==> src/rtl/mmio_pkg.sv <==
`default_nettype none
// ============================================================================
// mmio_pkg : FSM states, default I/O addresses and 7-segment table for
//            the MMIO bus controller.          Rev 1.0
// ============================================================================
package mmio_pkg;

  typedef enum logic [1:0] {
    IDLE = 2'd0,
    WAIT = 2'd1,
    RESP = 2'd2
  } state_e;

  localparam logic [8:0] MMIO_LED_ADDR = 9'h100;
  localparam logic [8:0] MMIO_SW_ADDR  = 9'h140;
  localparam logic [8:0] MMIO_HEX_ADDR = 9'h180;

  // Active-low segments, bit 6 = g ... bit 0 = a.
  function automatic logic [6:0] seg7(input logic [3:0] nib);
    logic [6:0] s;
    s = 7'b1111111;
    case (nib)
      4'h0: s = 7'b1000000;
      4'h1: s = 7'b1111001;
      4'h2: s = 7'b0100100;
      4'h3: s = 7'b0110000;
      4'h4: s = 7'b0011001;
      4'h5: s = 7'b0010010;
      4'h6: s = 7'b0000010;
      4'h7: s = 7'b1111000;
      4'h8: s = 7'b0000000;
      4'h9: s = 7'b0010000;
      4'hA: s = 7'b0001000;
      4'hB: s = 7'b0000011;
      4'hC: s = 7'b1000110;
      4'hD: s = 7'b0100001;
      4'hE: s = 7'b0000110;
      4'hF: s = 7'b0001110;
      default: s = 7'b1111111;
    endcase
    return s;
  endfunction

endpackage
`default_nettype wire

==> src/rtl/bus_ram.sv <==
`default_nettype none
// ============================================================================
// bus_ram : single-port synchronous RAM, registered read, write-first.
//           Rev 1.0
// ============================================================================
module bus_ram #(
  parameter int unsigned DATA_W    = 16,
  parameter int unsigned RAM_DEPTH = 256
) (
  input  logic                         clk,
  input  logic                         we,
  input  logic [$clog2(RAM_DEPTH)-1:0] addr,
  input  logic [DATA_W-1:0]            wdata,
  output logic [DATA_W-1:0]            rdata
);

  logic [DATA_W-1:0] mem_q [RAM_DEPTH];

  always_ff @(posedge clk) begin
    if (we) begin
      mem_q[addr] <= wdata;
      rdata       <= wdata;
    end else begin
      rdata       <= mem_q[addr];
    end
  end

endmodule
`default_nettype wire

==> src/rtl/mmio_bus_ctrl.sv <==
`default_nettype none
// ============================================================================
// mmio_bus_ctrl : RAM / switch / LED bus controller for the SRM CPU.
//                 MMIO_HEX_EN adds a 4-digit 7-segment register at 9'h180.
//                 Rev 1.0
// ============================================================================
module mmio_bus_ctrl
  import mmio_pkg::*;
#(
  parameter int unsigned       DATA_W    = 16,
  parameter int unsigned       ADDR_W    = 9,
  parameter int unsigned       RAM_DEPTH = 256,
  parameter int unsigned       SW_W      = 10,
  parameter int unsigned       LED_W     = 10,
  parameter logic [ADDR_W-1:0] SW_ADDR   = ADDR_W'(MMIO_SW_ADDR),
  parameter logic [ADDR_W-1:0] LED_ADDR  = ADDR_W'(MMIO_LED_ADDR),
  parameter int unsigned       READ_WAIT = 0
) (
  input  logic              clk,
  input  logic              reset,
  input  logic              req_valid,
  output logic              req_ready,
  input  logic              req_write,
  input  logic [ADDR_W-1:0] req_addr,
  input  logic [DATA_W-1:0] req_wdata,
  output logic              rsp_valid,
  output logic [DATA_W-1:0] rsp_rdata,
  output logic              rsp_err,
  input  logic [SW_W-1:0]   sw,
  output logic [LED_W-1:0]  led
`ifdef MMIO_HEX_EN
  ,
  output logic [27:0]       hex
`endif
);

  localparam int unsigned RAM_AW = $clog2(RAM_DEPTH);

  generate
    if (32'(SW_ADDR) < RAM_DEPTH || 32'(LED_ADDR) < RAM_DEPTH) begin : g_bad_io_addr
      $error("mmio_bus_ctrl: I/O address inside RAM range");
    end
    if (READ_WAIT > 7) begin : g_bad_read_wait
      $error("mmio_bus_ctrl: READ_WAIT must be 0..7");
    end
  endgenerate

  state_e            state_q;
  logic              req_ready_q;
  logic              rsp_valid_q;
  logic [2:0]        cnt_q;
  logic [RAM_AW-1:0] addr_q;
  logic              sel_ram_q;
  logic              err_q;
  logic [DATA_W-1:0] io_rdata_q;
  logic [LED_W-1:0]  led_q;
  logic [SW_W-1:0]   sw_meta_q;
  logic [SW_W-1:0]   sw_sync_q;

  logic              w_in_ram;
  logic              w_is_led;
  logic              w_is_sw;
  logic              w_is_hex;
  logic              w_err;
  logic [DATA_W-1:0] w_io_rdata;
  logic              w_ram_we;
  logic [RAM_AW-1:0] w_ram_addr;
  logic [DATA_W-1:0] w_ram_rdata;

`ifdef MMIO_HEX_EN
  localparam logic [ADDR_W-1:0] HEX_ADDR = ADDR_W'(MMIO_HEX_ADDR);
  logic [15:0] hex_q;

  generate
    if (32'(HEX_ADDR) < RAM_DEPTH) begin : g_bad_hex_addr
      $error("mmio_bus_ctrl: HEX address inside RAM range");
    end
  endgenerate

  assign hex = {seg7(hex_q[15:12]), seg7(hex_q[11:8]), seg7(hex_q[7:4]), seg7(hex_q[3:0])};
`endif

  // Decode priority: RAM range, then LED, then switches, then HEX.
  always_comb begin
    w_in_ram   = 32'(req_addr) < RAM_DEPTH;
    w_is_led   = !w_in_ram && (req_addr == LED_ADDR);
    w_is_sw    = !w_in_ram && !w_is_led && (req_addr == SW_ADDR);
    w_is_hex   = 1'b0;
`ifdef MMIO_HEX_EN
    w_is_hex   = !w_in_ram && !w_is_led && !w_is_sw && (req_addr == HEX_ADDR);
`endif
    w_err      = !(w_in_ram || w_is_led || w_is_hex || (w_is_sw && !req_write));
    w_io_rdata = '0;
    if (w_is_led) begin
      w_io_rdata = DATA_W'(led_q);
    end else if (w_is_sw) begin
      w_io_rdata = DATA_W'(sw_sync_q);
`ifdef MMIO_HEX_EN
    end else if (w_is_hex) begin
      w_io_rdata = DATA_W'(hex_q);
`endif
    end
  end

  // The RAM follows the live address only while idle so its read data
  // stays parked on the accepted word through WAIT and RESP.
  assign w_ram_we   = (state_q == IDLE) && req_valid && req_write && w_in_ram;
  assign w_ram_addr = (state_q == IDLE) ? req_addr[RAM_AW-1:0] : addr_q;

  bus_ram #(
    .DATA_W    (DATA_W),
    .RAM_DEPTH (RAM_DEPTH)
  ) u_ram (
    .clk   (clk),
    .we    (w_ram_we),
    .addr  (w_ram_addr),
    .wdata (req_wdata),
    .rdata (w_ram_rdata)
  );

  always_ff @(posedge clk) begin
    if (reset) begin
      state_q     <= IDLE;
      req_ready_q <= 1'b1;
      rsp_valid_q <= 1'b0;
      cnt_q       <= '0;
      addr_q      <= '0;
      sel_ram_q   <= 1'b0;
      err_q       <= 1'b0;
      io_rdata_q  <= '0;
      led_q       <= '0;
      sw_meta_q   <= '0;
      sw_sync_q   <= '0;
`ifdef MMIO_HEX_EN
      hex_q       <= '0;
`endif
    end else begin
      sw_meta_q <= sw;
      sw_sync_q <= sw_meta_q;
      case (state_q)
        IDLE: begin
          if (req_valid) begin
            addr_q      <= req_addr[RAM_AW-1:0];
            sel_ram_q   <= w_in_ram && !req_write;
            err_q       <= w_err;
            io_rdata_q  <= req_write ? '0 : w_io_rdata;
            req_ready_q <= 1'b0;
            if (req_write && w_is_led) begin
              led_q <= req_wdata[LED_W-1:0];
            end
`ifdef MMIO_HEX_EN
            if (req_write && w_is_hex) begin
              hex_q <= req_wdata[15:0];
            end
`endif
            if (!req_write && READ_WAIT != 0) begin
              state_q <= WAIT;
              cnt_q   <= 3'(READ_WAIT);
            end else begin
              state_q     <= RESP;
              rsp_valid_q <= 1'b1;
            end
          end
        end
        WAIT: begin
          if (cnt_q == 3'd1) begin
            state_q     <= RESP;
            rsp_valid_q <= 1'b1;
          end else begin
            cnt_q <= cnt_q - 3'd1;
          end
        end
        RESP: begin
          state_q     <= IDLE;
          rsp_valid_q <= 1'b0;
          req_ready_q <= 1'b1;
        end
        default: begin
          state_q     <= IDLE;
          rsp_valid_q <= 1'b0;
          req_ready_q <= 1'b1;
        end
      endcase
    end
  end

  assign req_ready = req_ready_q;
  assign rsp_valid = rsp_valid_q;
  assign rsp_err   = rsp_valid_q & err_q;
  assign rsp_rdata = !rsp_valid_q ? '0 : (sel_ram_q ? w_ram_rdata : io_rdata_q);
  assign led       = led_q;

endmodule
`default_nettype wire

==> config.mk <==
export PLATFORM = sky130hd
export DESIGN_NAME = mmio_bus_ctrl
export DESIGN_NICKNAME = d
export VERILOG_FILES = /design/src/rtl/mmio_pkg.sv /design/src/rtl/bus_ram.sv /design/src/rtl/mmio_bus_ctrl.sv
export SDC_FILE = /design/constraint.sdc
export NUM_CORES = 2
export LEC_CHECK = 0
export ABC_AREA = 1
export BUFFER_PORTS_ARGS = -buffer_cell sky130_fd_sc_hd__buf_2
export CAP_MARGIN = 20
export CORE_ASPECT_RATIO = 0.5
export CORE_UTILIZATION = 47
export CTS_CLUSTER_SIZE = 40
export DETAILED_ROUTE_END_ITERATION = 6
export GPL_ROUTABILITY_DRIVEN = 0
export MAX_ROUTING_LAYER = met4
export PLACE_DENSITY = 0.61
export SYNTH_ARGS = -nofsm -noshare
export SYNTH_HDL_FRONTEND = slang
export SYNTH_HIERARCHICAL = 1
export SYNTH_SLANG_ARGS = --single-unit
==> constraint.sdc <==
create_clock -name clk -period 2.75 [get_ports clk]
set_clock_uncertainty 0.05 [all_clocks]
set_input_delay 0.4125 -clock clk [delete_from_list [all_inputs] [get_ports clk]]
set_output_delay 0.4125 -clock clk [all_outputs]
set_load 0.005 [all_outputs]
==> flow_summary.ini <==
[status]
outcome = finished with violations
violations = design-rule violations, negative setup slack

[place]
port_buffers = 67
hpwl_um = 321000
placed_cell_area_um2 = 184000
dp.cells = 19021

[global_routing]
grt_pass1_vias = 107537
gr-total-overflow = 0
grtUsageTotal_pct = 29.5
grt_antenna_before_repair = 22
grt_max_degree = 76
grt_pass1_wl_um = 758000

[die]
design.die.area_um2 = 360000
fp.dieW_um = 847
die_h_um = 425
pin_count = 68
start_util_pct = 47.4
coreArea_um2 = 354000
fp-row-count = 154

[finish]
drive_gt1_share_pct = 15.2
area_growth_pct = 19.5
fin_nets = 14804
fin_cells = 19824
nFillCells = 28282
fin_area_um2 = 201000

[yosys]
yosysUniqueCellTypes = 26
netlist_area_um2 = 168000
yosys.area.top_type = edfxtp_1
yosys_warnings = 6
ys_seq_area_share_pct = 74.0
yosys-top-cells-area = edfxtp_1, nand3_1, nand2_1, buf_2, nor2_1
syn_avg_cell_area_um2 = 12.0
synth_ff_type = edfxtp_1
async_reset_ff_share_pct = 0
postSynthCellCount = 13945
syn_nets = 13984
yosysMostFrequentCell = nand2_1
synth.top_cell.area_share_pct = 73.3
synth-edff-count = 4096
synthTopCellsByCount = nand2_1, edfxtp_1, nand3_1
ys_ff_latch = 4156

[pwr]
power_density_nw_per_um2 = 683
leakage_nw = 71.6
max-vdd-ir-drop_uv = 490

[worst_hold_path]
hold_path_depth = 3
hp-class = input port to register

[sta]
hold_viol_final = 0
slew_viol_final = 0
fin_ws_ps = -1660
setup_viol_count_final = 16
finalCritPeriodShare_pct = 160
timing.fmax_mhz = 227
rsz0062_at_grt = true
period_needed_ps = 4410
max_slew_margin_pct = 30.8
worstMarginPinSlew_ps = 1040

[drt]
wl_per_cell_um = 26.7
drt-initial-drc-count = 16209
dr.pass1.iters = 7
via_count = 116773
drt.antenna.violating_nets = 0
wl_um = 530000
vias_per_cell = 5.89
remaining_drc_errors = 12

[clock_tree]
cts.clk_slew.worst_paths_ps = 70
cts.sinks = 4156
cts_buffer_depth = 4
cts_buffers = 371
cts_max_level = 5
root_buffer = clkbuf_16
clkLatencyLatePin_ps = 950
cts_tree = built

[critical_path]
cp.required_ps = 2290
cp-end-kind = primary output
cp_max_fo = 17
rr_worst_depth = 11
cp-start-kind = register
worstPathArrival_ps = 3940
criticalPathCategory = register to primary output

[job]
cap_violations = 0
==> cells in the final DEF (no fill, tap or decap), types with 7 or more instances in the layout <==
| cell type | count |
|---|---|
| clkinvlp_4 | 8 |
| buf_16 | 48 |
| nand3_2 | 233 |
| a21oi_1 | 10 |
| buf_12 | 441 |
| nand2_2 | 36 |
| dfxtp_1 | 54 |
| nand3_1 | 3762 |
| clkbuf_1 | 70 |
| o21ai_0 | 25 |
| bufinv_16 | 28 |
| edfxtp_1 | 4096 |
| clkinv_1 | 96 |
| nor2_2 | 68 |
| clkbuf_16 | 395 |
| nor2_1 | 290 |
| buf_6 | 43 |
| dlygate4sd3_1 | 51 |
| buf_4 | 707 |
| clkinv_2 | 57 |
| inv_1 | 81 |
| buf_2 | 51 |
| a21oi_2 | 9 |
| diode_2 | 7 |
| inv_6 | 9 |
| nand2_1 | 4232 |
| nand3_4 | 60 |
| buf_8 | 30 |
| nand2_4 | 11 |
| bufbuf_16 | 17 |
==> area by class of cell <==
type / instances / area, um2 / share of cell area, %
flip-flops and latches: 4156 / 124000 / 61.9
multi-input cells: 8743 / 40300 / 20.1
repair buffers: 1401 / 18000 / 8.99
clock buffers: 459 / 9910 / 4.94
well taps: 4758 / 5950 / 2.97
clock inverters: 208 / 1800 / 0.897
inverters: 91 / 407 / 0.203
repair inverters: 1 / 20.0 / 0.00998
diodes: 7 / 17.5 / 0.00873
==> flip-flops by register name, summed over array words and instances, names as in the netlist, named ones only <==
signal and count:
led 10, err_q 1, sel_ram_q 1, sw_meta_q 10, req_ready 1, addr_q 8
io_rdata_q 10, sw_sync_q 10, u_ram/mem_q 4096, rsp_valid 1
==> timing repair <==
action | in CTS | in global routing
setup endpoints to repair | 16 | 363
gates resized for setup | 318 | 229
buffers inserted | 34 | 7
hold buffers | 51 | 0
gates cloned | 29 | 14
pin swaps | 26 | 31
hold endpoints to repair | 568 | 0
==> routing by layer <==
layer | vias to the layer above | track usage, % | routed length, um
li1 | 51361 | - | -
met5 | - | - | 0
met4 | 0 | 9.58 | 18900
met3 | 907 | 6.18 | 61600
met2 | 6602 | 42.6 | 233000
met1 | 57903 | 42.1 | 216000
==> critical path, cell delays in order, from the launching register on <==
cell	delay (ps)
dfxtp_4	370
buf_12	160
buf_6	160
buf_12	160
buf_12	180
buf_4	260
nand2_1	70
nand3_1	90
nand3_1	130
nand3_1	160
nand3_4	130
nand3_2	120
nand3_4	140
nand2_4	160
nand2_1	90
nand2_2	180
inv_1	90
nor2_1	130
buf_2	160
==> per-stage QoR <==
stage / worst slack, ps / total power [mW] / TNS, ps / hold slack [ps] / utilization (%)
global route: -1740 / 141 / -26640 / 201 / 56.7
CTS: -1720 / 137 / -26810 / 152 / 56.3
global placement: -1660 / 84.6 / -20870 / 342 / 52.0
floorplan: -148 / 77.7 / -178330 / 338 / -
detailed placement: -1590 / 84.7 / -20010 / 343 / 52.0
finish: -1660 / 137 / -25410 / 196 / 56.7
==> cell families (layout without fill, tap and decap cells) <==
kind of cell / count (synthesis) / after routing / synth area share (%)
and+or+nand+nor: 8696 / 8696 / 22.5
AOI/OAI and AO/OA: 47 / 47 / 0.163
buffers and inverters: 1046 / 2160 / 3.35
DFF: 4156 / 4156 / 74.0
other: 0 / 7 / 0
==> final timing paths <==
path | startpoint | end | slack, ps
min | req_valid | req_ready | 200
max reg2reg | rsp_valid | u_ram/mem_q[77][0] | 160
max | register | rsp_rdata[15] | -1660
min reg2reg | sw_meta_q[7] | sw_sync_q[7] | 340
==> where the power goes <==
part           total [mW]  internal (mW)  switching, mW
Clock                51.7           28.3           23.5
Sequential           69.6           69.5         0.0580
Combinational        15.6           5.00           10.6
Total                 137            103           34.2
(Power assumes the default switching activity.)
